===== config.mk =====
export PLATFORM = sky130hd
export DESIGN_NAME = raster_fetch_sched_flat
export DESIGN_NICKNAME = d
export VERILOG_FILES = /design/src/rtl/raster_fetch_sched_if.sv /design/src/rtl/raster_fetch_sched.sv /design/src/flat_wrapper.sv
export SDC_FILE = /design/constraint.sdc
export NUM_CORES = 1
export LEC_CHECK = 0
export CAP_MARGIN = 20
export CORE_MARGIN = 5
export CORE_UTILIZATION = 35
export DETAILED_ROUTE_END_ITERATION = 8
export DONT_BUFFER_PORTS = 1
export PLACE_DENSITY = 0.47
export SYNTH_ARGS = -nofsm -noshare
export SYNTH_HDL_FRONTEND = slang
export SYNTH_SLANG_ARGS = --single-unit

===== constraint.sdc =====
create_clock -name clk -period 3 [get_ports clk]
set_clock_uncertainty 0.1 [all_clocks]
set_input_delay 0.15 -clock clk [delete_from_list [all_inputs] [get_ports clk]]
set_output_delay 0.15 -clock clk [all_outputs]
set_load 0.02 [all_outputs]

===== src/rtl/raster_fetch_sched_if.sv =====
// raster_fetch_sched_if
//
// Bundles every handshake and bus signal of the raster stamp fetch scheduler.
//   req_*    : warp fetch requests (valid/ready, wid, tmask, uuid)
//   stamp_*  : raster unit stamp stream (valid/ready, data, lane mask, done)
//   write_*  : CSR stamp store write port (enable, uuid, wid, pid, tmask, data)
//   rsp_*    : completion response (valid/ready, wid, tmask, uuid)
//
// Modports:
//   master : the environment side (drives requests, stamps and rsp_ready)
//   slave  : the scheduler side (raster_fetch_sched)
//
// Parameters must match those of the raster_fetch_sched instance it connects to.
interface raster_fetch_sched_if #(
   parameter int NUM_LANES   = 1,
   parameter int NUM_THREADS = 4,
   parameter int NUM_WARPS   = 4,
   parameter int UUID_WIDTH  = 8,
   parameter int DATA_W      = 16
);
   localparam int NUM_BATCHES = NUM_THREADS / NUM_LANES;
   localparam int NW_WIDTH    = (NUM_WARPS > 1) ? $clog2(NUM_WARPS) : 1;
   localparam int PID_WIDTH   = (NUM_BATCHES > 1) ? $clog2(NUM_BATCHES) : 1;

   // fetch request
   logic                          req_valid;
   logic                          req_ready;
   logic [NW_WIDTH-1:0]           req_wid;
   logic [NUM_THREADS-1:0]        req_tmask;
   logic [UUID_WIDTH-1:0]         req_uuid;

   // raster stamp stream
   logic                          stamp_valid;
   logic                          stamp_ready;
   logic [NUM_LANES*DATA_W-1:0]   stamp_data;
   logic [NUM_LANES-1:0]          stamp_mask;
   logic                          stamp_done;

   // CSR stamp store write port
   logic                          write_enable;
   logic [UUID_WIDTH-1:0]         write_uuid;
   logic [NW_WIDTH-1:0]           write_wid;
   logic [PID_WIDTH-1:0]          write_pid;
   logic [NUM_LANES-1:0]          write_tmask;
   logic [NUM_LANES*DATA_W-1:0]   write_data;

   // completion response
   logic                          rsp_valid;
   logic                          rsp_ready;
   logic [NW_WIDTH-1:0]           rsp_wid;
   logic [NUM_THREADS-1:0]        rsp_tmask;
   logic [UUID_WIDTH-1:0]         rsp_uuid;

   modport master (
      output req_valid, req_wid, req_tmask, req_uuid,
      input  req_ready,
      output stamp_valid, stamp_data, stamp_mask, stamp_done,
      input  stamp_ready,
      input  write_enable, write_uuid, write_wid, write_pid, write_tmask, write_data,
      input  rsp_valid, rsp_wid, rsp_tmask, rsp_uuid,
      output rsp_ready
   );

   modport slave (
      input  req_valid, req_wid, req_tmask, req_uuid,
      output req_ready,
      input  stamp_valid, stamp_data, stamp_mask, stamp_done,
      output stamp_ready,
      output write_enable, write_uuid, write_wid, write_pid, write_tmask, write_data,
      output rsp_valid, rsp_wid, rsp_tmask, rsp_uuid,
      input  rsp_ready
   );
endinterface


===== src/rtl/raster_fetch_sched.sv =====
// raster_fetch_sched
//
// Per-core scheduler for raster stamp fetches. Warps post a fetch request
// (thread mask + trace tag); pending warps are served round-robin. For the
// selected warp the stamp stream is consumed one PID batch per beat, batches
// with an empty thread slice are skipped, and each beat becomes one registered
// write into the per-thread CSR stamp store. When the fetch ends (last batch
// or stamp_done) a response returns the mask of threads that received stamps.
//
// Ports:
//   clk      : clock
//   reset_n  : synchronous, active-low reset
//   bus      : raster_fetch_sched_if.slave (req_*, stamp_*, write_*, rsp_*)
//
// Optional feature (macro RASTER_FETCH_PERF_EN):
//   perf_stamps : 32-bit count of lanes written into the stamp store
//   perf_stalls : 32-bit count of FETCH cycles with stamp_valid low
//   Both cleared by reset and wrap at 2^32. Without the macro they do not exist.
module raster_fetch_sched #(
   parameter int NUM_LANES   = 1,
   parameter int NUM_THREADS = 4,
   parameter int NUM_WARPS   = 4,
   parameter int UUID_WIDTH  = 8,
   parameter int DATA_W      = 16
) (
   input  logic                clk,
   input  logic                reset_n,
   raster_fetch_sched_if.slave bus
`ifdef RASTER_FETCH_PERF_EN
   ,
   output logic [31:0]         perf_stamps,
   output logic [31:0]         perf_stalls
`endif
);
   localparam int NUM_BATCHES = NUM_THREADS / NUM_LANES;
   localparam int NW_WIDTH    = (NUM_WARPS > 1) ? $clog2(NUM_WARPS) : 1;
   localparam int PID_WIDTH   = (NUM_BATCHES > 1) ? $clog2(NUM_BATCHES) : 1;

   typedef enum logic [1:0] {
      S_IDLE,
      S_FETCH,
      S_RESP
   } state_t;

   // Lowest batch index >= start whose thread slice is nonzero.
   // Result is {found, index}.
   function automatic logic [PID_WIDTH:0] next_batch(
      input logic [NUM_THREADS-1:0] tm,
      input int                     start
   );
      logic [PID_WIDTH:0]   res;
      logic [NUM_LANES-1:0] slice;
      res = '0;
      // Walking downwards leaves the lowest qualifying batch in res.
      for (int b = NUM_BATCHES - 1; b >= 0; b--) begin
         slice = NUM_LANES'(tm >> (b * NUM_LANES));
         if (b >= start && (|slice)) begin
            res = {1'b1, PID_WIDTH'(b)};
         end
      end
      return res;
   endfunction

   function automatic logic [NW_WIDTH-1:0] wrap_inc(input logic [NW_WIDTH-1:0] w);
      if (int'(w) == NUM_WARPS - 1) begin
         return '0;
      end
      return w + NW_WIDTH'(1);
   endfunction

   // control state
   state_t                       state;
   logic [NUM_WARPS-1:0]         pending;
   logic [NW_WIDTH-1:0]          rr_ptr;
   logic                         stamp_ready_q;
   logic                         rsp_valid_q;

   // per-warp request storage (data only, qualified by pending)
   logic [NUM_THREADS-1:0]       tmask_q [NUM_WARPS];
   logic [UUID_WIDTH-1:0]        uuid_q  [NUM_WARPS];

   // active fetch context
   logic [NW_WIDTH-1:0]          cur_wid;
   logic [NUM_THREADS-1:0]       cur_tmask;
   logic [UUID_WIDTH-1:0]        cur_uuid;
   logic [PID_WIDTH-1:0]         pid;
   logic [NUM_THREADS-1:0]       acc_mask;

   // registered write port
   logic                         wr_en_p1;
   logic [UUID_WIDTH-1:0]        wr_uuid_p1;
   logic [NW_WIDTH-1:0]          wr_wid_p1;
   logic [PID_WIDTH-1:0]         wr_pid_p1;
   logic [NUM_LANES-1:0]         wr_tmask_p1;
   logic [NUM_LANES*DATA_W-1:0]  wr_data_p1;

   // combinational helpers
   logic                         req_fire;
   logic                         stamp_fire;
   logic                         rsp_fire;
   logic                         sel_found;
   logic [NW_WIDTH-1:0]          sel_wid;
   logic [NW_WIDTH-1:0]          cand;
   logic [NUM_THREADS-1:0]       sel_tmask;
   logic [PID_WIDTH:0]           sel_first;
   logic [PID_WIDTH:0]           nxt;
   logic [NUM_LANES-1:0]         cur_slice;
   logic [NUM_LANES-1:0]         wmask;
   logic [NUM_THREADS-1:0]       acc_next;

   assign bus.req_ready = !pending[bus.req_wid];
   assign req_fire      = bus.req_valid && !pending[bus.req_wid];
   // stamp_ready_q is high exactly while in FETCH
   assign stamp_fire    = bus.stamp_valid && stamp_ready_q;
   assign rsp_fire      = rsp_valid_q && bus.rsp_ready;

   // Round-robin pick: first pending warp at or after rr_ptr, wrapping.
   always_comb begin
      int idx;
      sel_found = 1'b0;
      sel_wid   = '0;
      cand      = '0;
      idx       = 0;
      for (int i = 0; i < NUM_WARPS; i++) begin
         idx  = (int'(rr_ptr) + i) % NUM_WARPS;
         cand = NW_WIDTH'(idx);
         if (!sel_found && pending[cand]) begin
            sel_found = 1'b1;
            sel_wid   = cand;
         end
      end
   end

   always_comb begin
      sel_tmask = tmask_q[sel_wid];
      sel_first = next_batch(sel_tmask, 0);
      nxt       = next_batch(cur_tmask, int'(pid) + 1);
      cur_slice = NUM_LANES'(cur_tmask >> (int'(pid) * NUM_LANES));
      wmask     = cur_slice & bus.stamp_mask;
      acc_next  = acc_mask | (NUM_THREADS'(wmask) << (int'(pid) * NUM_LANES));
   end

   // Request payload capture; pending gates every use, so no reset is needed.
   always_ff @(posedge clk) begin
      if (req_fire) begin
         tmask_q[bus.req_wid] <= bus.req_tmask;
         uuid_q[bus.req_wid]  <= bus.req_uuid;
      end
   end

   // ---- stage p0 -> p1: scheduler FSM and registered write/response outputs ----
   always_ff @(posedge clk) begin
      if (!reset_n) begin
         state         <= S_IDLE;
         pending       <= '0;
         rr_ptr        <= '0;
         stamp_ready_q <= 1'b0;
         rsp_valid_q   <= 1'b0;
         cur_wid       <= '0;
         cur_tmask     <= '0;
         cur_uuid      <= '0;
         pid           <= '0;
         acc_mask      <= '0;
         wr_en_p1      <= 1'b0;
         wr_uuid_p1    <= '0;
         wr_wid_p1     <= '0;
         wr_pid_p1     <= '0;
         wr_tmask_p1   <= '0;
         wr_data_p1    <= '0;
      end else begin
         // write strobe is a single-cycle pulse
         wr_en_p1 <= 1'b0;

         // Cannot collide with the clear below: cur_wid is pending, so its
         // request port is not ready.
         if (req_fire) begin
            pending[bus.req_wid] <= 1'b1;
         end

         case (state)
            S_IDLE: begin
               if (sel_found) begin
                  cur_wid   <= sel_wid;
                  cur_tmask <= sel_tmask;
                  cur_uuid  <= uuid_q[sel_wid];
                  acc_mask  <= '0;
                  pid       <= sel_first[PID_WIDTH-1:0];
                  if (sel_first[PID_WIDTH]) begin
                     state         <= S_FETCH;
                     stamp_ready_q <= 1'b1;
                  end else begin
                     // empty thread mask: answer without touching the stream
                     state       <= S_RESP;
                     rsp_valid_q <= 1'b1;
                  end
               end
            end

            S_FETCH: begin
               if (stamp_fire) begin
                  wr_en_p1    <= |wmask;
                  wr_tmask_p1 <= wmask;
                  wr_pid_p1   <= pid;
                  wr_wid_p1   <= cur_wid;
                  wr_uuid_p1  <= cur_uuid;
                  wr_data_p1  <= bus.stamp_data;
                  acc_mask    <= acc_next;
                  if (bus.stamp_done || !nxt[PID_WIDTH]) begin
                     // response rises together with the final write strobe
                     state         <= S_RESP;
                     stamp_ready_q <= 1'b0;
                     rsp_valid_q   <= 1'b1;
                  end else begin
                     pid <= nxt[PID_WIDTH-1:0];
                  end
               end
            end

            S_RESP: begin
               if (rsp_fire) begin
                  pending[cur_wid] <= 1'b0;
                  rr_ptr           <= wrap_inc(cur_wid);
                  rsp_valid_q      <= 1'b0;
                  state            <= S_IDLE;
               end
            end

            default: begin
               state         <= S_IDLE;
               stamp_ready_q <= 1'b0;
               rsp_valid_q   <= 1'b0;
            end
         endcase
      end
   end

   assign bus.stamp_ready  = stamp_ready_q;
   assign bus.write_enable = wr_en_p1;
   assign bus.write_uuid   = wr_uuid_p1;
   assign bus.write_wid    = wr_wid_p1;
   assign bus.write_pid    = wr_pid_p1;
   assign bus.write_tmask  = wr_tmask_p1;
   assign bus.write_data   = wr_data_p1;
   assign bus.rsp_valid    = rsp_valid_q;
   assign bus.rsp_wid      = cur_wid;
   assign bus.rsp_tmask    = acc_mask;
   assign bus.rsp_uuid     = cur_uuid;

`ifdef RASTER_FETCH_PERF_EN
   function automatic logic [31:0] popcount(input logic [NUM_LANES-1:0] m);
      logic [31:0]          c;
      logic [NUM_LANES-1:0] t;
      c = '0;
      for (int i = 0; i < NUM_LANES; i++) begin
         t = m >> i;
         c = c + {31'd0, t[0]};
      end
      return c;
   endfunction

   // ---- perf counters ----
   always_ff @(posedge clk) begin
      if (!reset_n) begin
         perf_stamps <= '0;
         perf_stalls <= '0;
      end else begin
         if (stamp_fire) begin
            perf_stamps <= perf_stamps + popcount(wmask);
         end
         if (state == S_FETCH && !bus.stamp_valid) begin
            perf_stalls <= perf_stalls + 32'd1;
         end
      end
   end
`endif
endmodule


===== src/flat_wrapper.sv =====
// flat-port wrapper written by rule: the top's interface ports become plain ports
module raster_fetch_sched_flat 
#(
   parameter int NUM_LANES   = 1,
   parameter int NUM_THREADS = 4,
   parameter int NUM_WARPS   = 4,
   parameter int UUID_WIDTH  = 8,
   parameter int DATA_W      = 16
)
  (clk, reset_n, bus_req_valid, bus_req_wid, bus_req_tmask, bus_req_uuid, bus_req_ready, bus_stamp_valid, bus_stamp_data, bus_stamp_mask, bus_stamp_done, bus_stamp_ready, bus_write_enable, bus_write_uuid, bus_write_wid, bus_write_pid, bus_write_tmask, bus_write_data, bus_rsp_valid, bus_rsp_wid, bus_rsp_tmask, bus_rsp_uuid, bus_rsp_ready);
  raster_fetch_sched_if #(.NUM_LANES(NUM_LANES), .NUM_THREADS(NUM_THREADS), .NUM_WARPS(NUM_WARPS), .UUID_WIDTH(UUID_WIDTH), .DATA_W(DATA_W)) bus_i ();
  input  logic clk;
  input  logic reset_n;
  input wire logic [$bits(bus_i.req_valid)-1:0] bus_req_valid;
  input wire logic [$bits(bus_i.req_wid)-1:0] bus_req_wid;
  input wire logic [$bits(bus_i.req_tmask)-1:0] bus_req_tmask;
  input wire logic [$bits(bus_i.req_uuid)-1:0] bus_req_uuid;
  output wire logic [$bits(bus_i.req_ready)-1:0] bus_req_ready;
  input wire logic [$bits(bus_i.stamp_valid)-1:0] bus_stamp_valid;
  input wire logic [$bits(bus_i.stamp_data)-1:0] bus_stamp_data;
  input wire logic [$bits(bus_i.stamp_mask)-1:0] bus_stamp_mask;
  input wire logic [$bits(bus_i.stamp_done)-1:0] bus_stamp_done;
  output wire logic [$bits(bus_i.stamp_ready)-1:0] bus_stamp_ready;
  output wire logic [$bits(bus_i.write_enable)-1:0] bus_write_enable;
  output wire logic [$bits(bus_i.write_uuid)-1:0] bus_write_uuid;
  output wire logic [$bits(bus_i.write_wid)-1:0] bus_write_wid;
  output wire logic [$bits(bus_i.write_pid)-1:0] bus_write_pid;
  output wire logic [$bits(bus_i.write_tmask)-1:0] bus_write_tmask;
  output wire logic [$bits(bus_i.write_data)-1:0] bus_write_data;
  output wire logic [$bits(bus_i.rsp_valid)-1:0] bus_rsp_valid;
  output wire logic [$bits(bus_i.rsp_wid)-1:0] bus_rsp_wid;
  output wire logic [$bits(bus_i.rsp_tmask)-1:0] bus_rsp_tmask;
  output wire logic [$bits(bus_i.rsp_uuid)-1:0] bus_rsp_uuid;
  input wire logic [$bits(bus_i.rsp_ready)-1:0] bus_rsp_ready;
  assign bus_i.req_valid = bus_req_valid;
  assign bus_i.req_wid = bus_req_wid;
  assign bus_i.req_tmask = bus_req_tmask;
  assign bus_i.req_uuid = bus_req_uuid;
  assign bus_req_ready = bus_i.req_ready;
  assign bus_i.stamp_valid = bus_stamp_valid;
  assign bus_i.stamp_data = bus_stamp_data;
  assign bus_i.stamp_mask = bus_stamp_mask;
  assign bus_i.stamp_done = bus_stamp_done;
  assign bus_stamp_ready = bus_i.stamp_ready;
  assign bus_write_enable = bus_i.write_enable;
  assign bus_write_uuid = bus_i.write_uuid;
  assign bus_write_wid = bus_i.write_wid;
  assign bus_write_pid = bus_i.write_pid;
  assign bus_write_tmask = bus_i.write_tmask;
  assign bus_write_data = bus_i.write_data;
  assign bus_rsp_valid = bus_i.rsp_valid;
  assign bus_rsp_wid = bus_i.rsp_wid;
  assign bus_rsp_tmask = bus_i.rsp_tmask;
  assign bus_rsp_uuid = bus_i.rsp_uuid;
  assign bus_i.rsp_ready = bus_rsp_ready;
  raster_fetch_sched #(.NUM_LANES(NUM_LANES), .NUM_THREADS(NUM_THREADS), .NUM_WARPS(NUM_WARPS), .UUID_WIDTH(UUID_WIDTH), .DATA_W(DATA_W)) u_core (.clk(clk), .reset_n(reset_n), .bus(bus_i));
endmodule

==> results.yml <==
run_status:
  status: "finished clean"
clock_network:
  htreeDepth: 3
  clk_latency_ps: 340
  clock-sinks: 108
  clk_path_buf_depth: 2
  numCtsBuffers: 9
  post_cts_resized: 0
  clock-root-buffer: "clkbuf_16"
  tritoncts: "done"
  cts.clk_slew.worst_paths_ps: 80
pwr:
  power.internal_mw: 2.44
  clockPowerShare_pct: 36.5
  pwr-share-comb_pct: 11.9
  ir_worst_vdd_mv: 0.261
  power_frac_seq_pct: 51.5
  power_density_nw_per_um2: 628
  p_sw_uw: 882
  p_leak_nw: 1.81
  swShare_pct: 26.5
detailed_routing:
  initialDrtViolationCount: 161
  wl_um: 9710
  drc: 0
  drtAntennaViolNets: 0
  drtPass1Iterations: 4
  drt-vias-per-instance: 4.80
  wl_per_cell_um: 16.0
  via_count: 2920
placement:
  io_buffer_count: 0
  dp_hpwl_um: 6550
  place_congestion: 0.767
layout:
  multi_input_area_um2: 1730
  nNetsFinal: 471
  most-common-layout-cells: "nand2_1, dfxtp_1, edfxtp_1, a21boi_0, dlygate4sd3_1"
  final_common_cell: "nand2_1"
  seq_area_um2: 2640
  nFillCells: 1215
  utilization_pct: 41.9
  layout-drive-gt1-share_pct: 9.66
  area_growth_pct: 17.6
synth:
  post_synth_num_cell_types: 47
  synth_area_leader_cell: "edfxtp_1"
  yosys_warnings: 0
  syn_inst: 405
  synth_nets: 446
  synth_area_leaders: "edfxtp_1, dfxtp_1, nand2_1"
  synthesis.area_um2: 4500
  ys.flop_type: "dfxtp_1"
  synth_seq_cells: 108
  async_reset_ff_share_pct: 0
  postSynthAreaPerCell_um2: 11.1
  ys_seq_area_share_pct: 58.7
  yosys.area.top_type_share_pct: 32.0
  synth_edf_count: 48
die:
  core-area_um2: 12600
  chipWidth_um: 123
  dieArea_um2: 15200
  start_util_pct: 35.7
  rows: 41
  io_pins: 84
  die_h_um: 123
critical_path:
  cp-end-kind: "register"
  worstSetupPathType: "reg -> reg"
  cp_max_fo: 23
  crit_family: "compound AO/OA/AOI/OAI gates"
  cpPeakStageDelay_ps: 430
  reg2reg_slack_ps: 670
  cpMaxStageDelayCell: "mux2_2"
  crit_chain: "nor2b_2 > a21boi_1 > o32a_1 > buf_4 > mux2_2 > a211oi_2 > o311a_1"
  critPathArrivalTime_ps: 2510
  start_kind: "register"
  path_buf_inv: 1
  required_ps: 3180
sta:
  tightest_slew_ps: 791
  hold_viol: 0
  tns_ps: 0
  report.final.slew_viol_count: 0
  rsz0062_at_grt: "no"
  slew_headroom_pct: 46.9
  max_freq_mhz: 430
  setup_violations: 0
  period_minus_slack_ps: 2330
  min_period_over_period_pct: 77.6
grt:
  grt_pass1_vias: 2799
  grt_pass1_wl_um: 15000
  grtUsageTotal_pct: 12.8
  grt_max_degree: 59
  antenna_found_initial: 1
  gr-total-overflow: 0
flow_run:
  timing.max_cap.violations: 0
hold_path:
  hp-class: "in -> reg"
power groups by stage:
| stage | Combinational (mW) | Clock [mW] | Sequential (mW) |
|---|---|---|---|
| 2_1_floorplan | 0.306 | 0 | 1.71 |
| 3_3_place_gp | 0.354 | 0 | 1.75 |
| 3_5_place_dp | 0.352 | 0 | 1.75 |
| 4_1_cts | 0.402 | 1.25 | 1.72 |
| 5_1_grt | 0.442 | 1.31 | 1.73 |
| 6_report | 0.396 | 1.22 | 1.71 |
layer usage:
metal | up-vias | track usage (%) | share of wire, %
met3 | 12 | 3.66 | 7.8
met1 | 1347 | 17.1 | 47
met2 | 78 | 19.7 | 44
met5 | - | 0 | 0
met4 | 0 | 4.98 | 1.7
li1 | 1483 | - | -
sequential cells by signal, summed over array words and instances (netlist names):
| register | count |
|---|---|
| u_core.bus.stamp_ready | 1 |
| u_core.bus.rsp_tmask | 4 |
| u_core.bus.write_uuid | 8 |
| u_core.state | 2 |
| u_core.pid | 2 |
| u_core.bus.rsp_valid | 1 |
| u_core.bus.rsp_uuid | 8 |
| u_core.bus.write_wid | 2 |
| u_core.uuid_q | 32 |
| u_core.bus.write_tmask | 1 |
| u_core.bus.rsp_wid | 2 |
| u_core.pending | 4 |
| u_core.rr_ptr | 2 |
| u_core.bus.write_data | 16 |
| u_core.tmask_q | 16 |
| u_core.bus.write_pid | 2 |
| u_core.cur_tmask | 4 |
| u_core.bus.write_enable | 1 |
worst reg2reg max path, cell delays in order (launching register included):
cell,delay [ps]
dfxtp_1,410
nor2b_2,180
a21boi_1,160
o32a_1,240
buf_4,380
mux2_2,430
a211oi_2,180
o311a_1,180
synth_stat cells, types with 3 or more instances:
| cell type | number |
|---|---|
| nand2_1 | 96 |
| dfxtp_1 | 60 |
| edfxtp_1 | 48 |
| a21boi_0 | 30 |
| mux2i_1 | 24 |
| clkbuf_1 | 16 |
| nor2_1 | 14 |
| a21boi_1 | 12 |
| a21oi_1 | 9 |
| o211ai_1 | 8 |
| inv_1 | 7 |
| mux2_1 | 7 |
| nor2b_1 | 7 |
| o211a_1 | 6 |
| nor3_1 | 5 |
| a31oi_1 | 4 |
| ha_1 | 4 |
| mux2_2 | 4 |
| o21ai_0 | 4 |
| and2_1 | 3 |
| buf_4 | 3 |
| nand3_1 | 3 |
path summary, 6_finish.rpt:
| check | from | endpoint | cells after the start |
|---|---|---|---|
| worst min register to register | u_core.cur_tmask[0] | u_core.cur_tmask[0] | 2 |
| worst min-delay path | bus_stamp_mask | u_core.bus.write_tmask | 3 |
| worst max register to register | u_core.pending[2] | u_core.pid[1] | 7 |
| worst max-delay path | u_core.pending[2] | u_core.pid[1] | 7 |
kinds of logic after synthesis:
kind of cell | Yosys count | share of synthesized area [%]
mux | 38 | 9.42
simple gates | 139 | 13.3
compound gates | 85 | 14.2
flops | 108 | 58.7
fa+ha+maj | 4 | 1.11
buf+inv | 31 | 3.22
through the flow:
step	instances	power (mW)	setup WS, ps	hold WS [ps]	area, µm²
2_1_floorplan	405	2.02	647	149	4500
3_3_place_gp	562	2.10	724	149	4690
3_5_place_dp	562	2.10	682	149	4690
4_1_cts	607	3.36	659	6.41	5290
5_1_grt	608	3.48	493	19.1	5290
6_report	608	3.33	673	13.1	5290
final cells by class:
cell class | instances | share of cell area [%]
diodes | 1 | 0.0473
clock buffers | 9 | 4.25
clock inverters | 7 | 1.51
inverters | 7 | 0.496
multi-input cells | 266 | 32.8
flip-flops and latches | 108 | 49.9
well taps | 172 | 4.07
repair buffers | 38 | 6.95
what timing repair did:
action	in CTS	in global routing
hold endpoints to repair	108	0
setup buffers	0	0
hold buffers	29	0
setup endpoints to repair	0	0
Note: power is estimated with default switching activity, not from simulation.
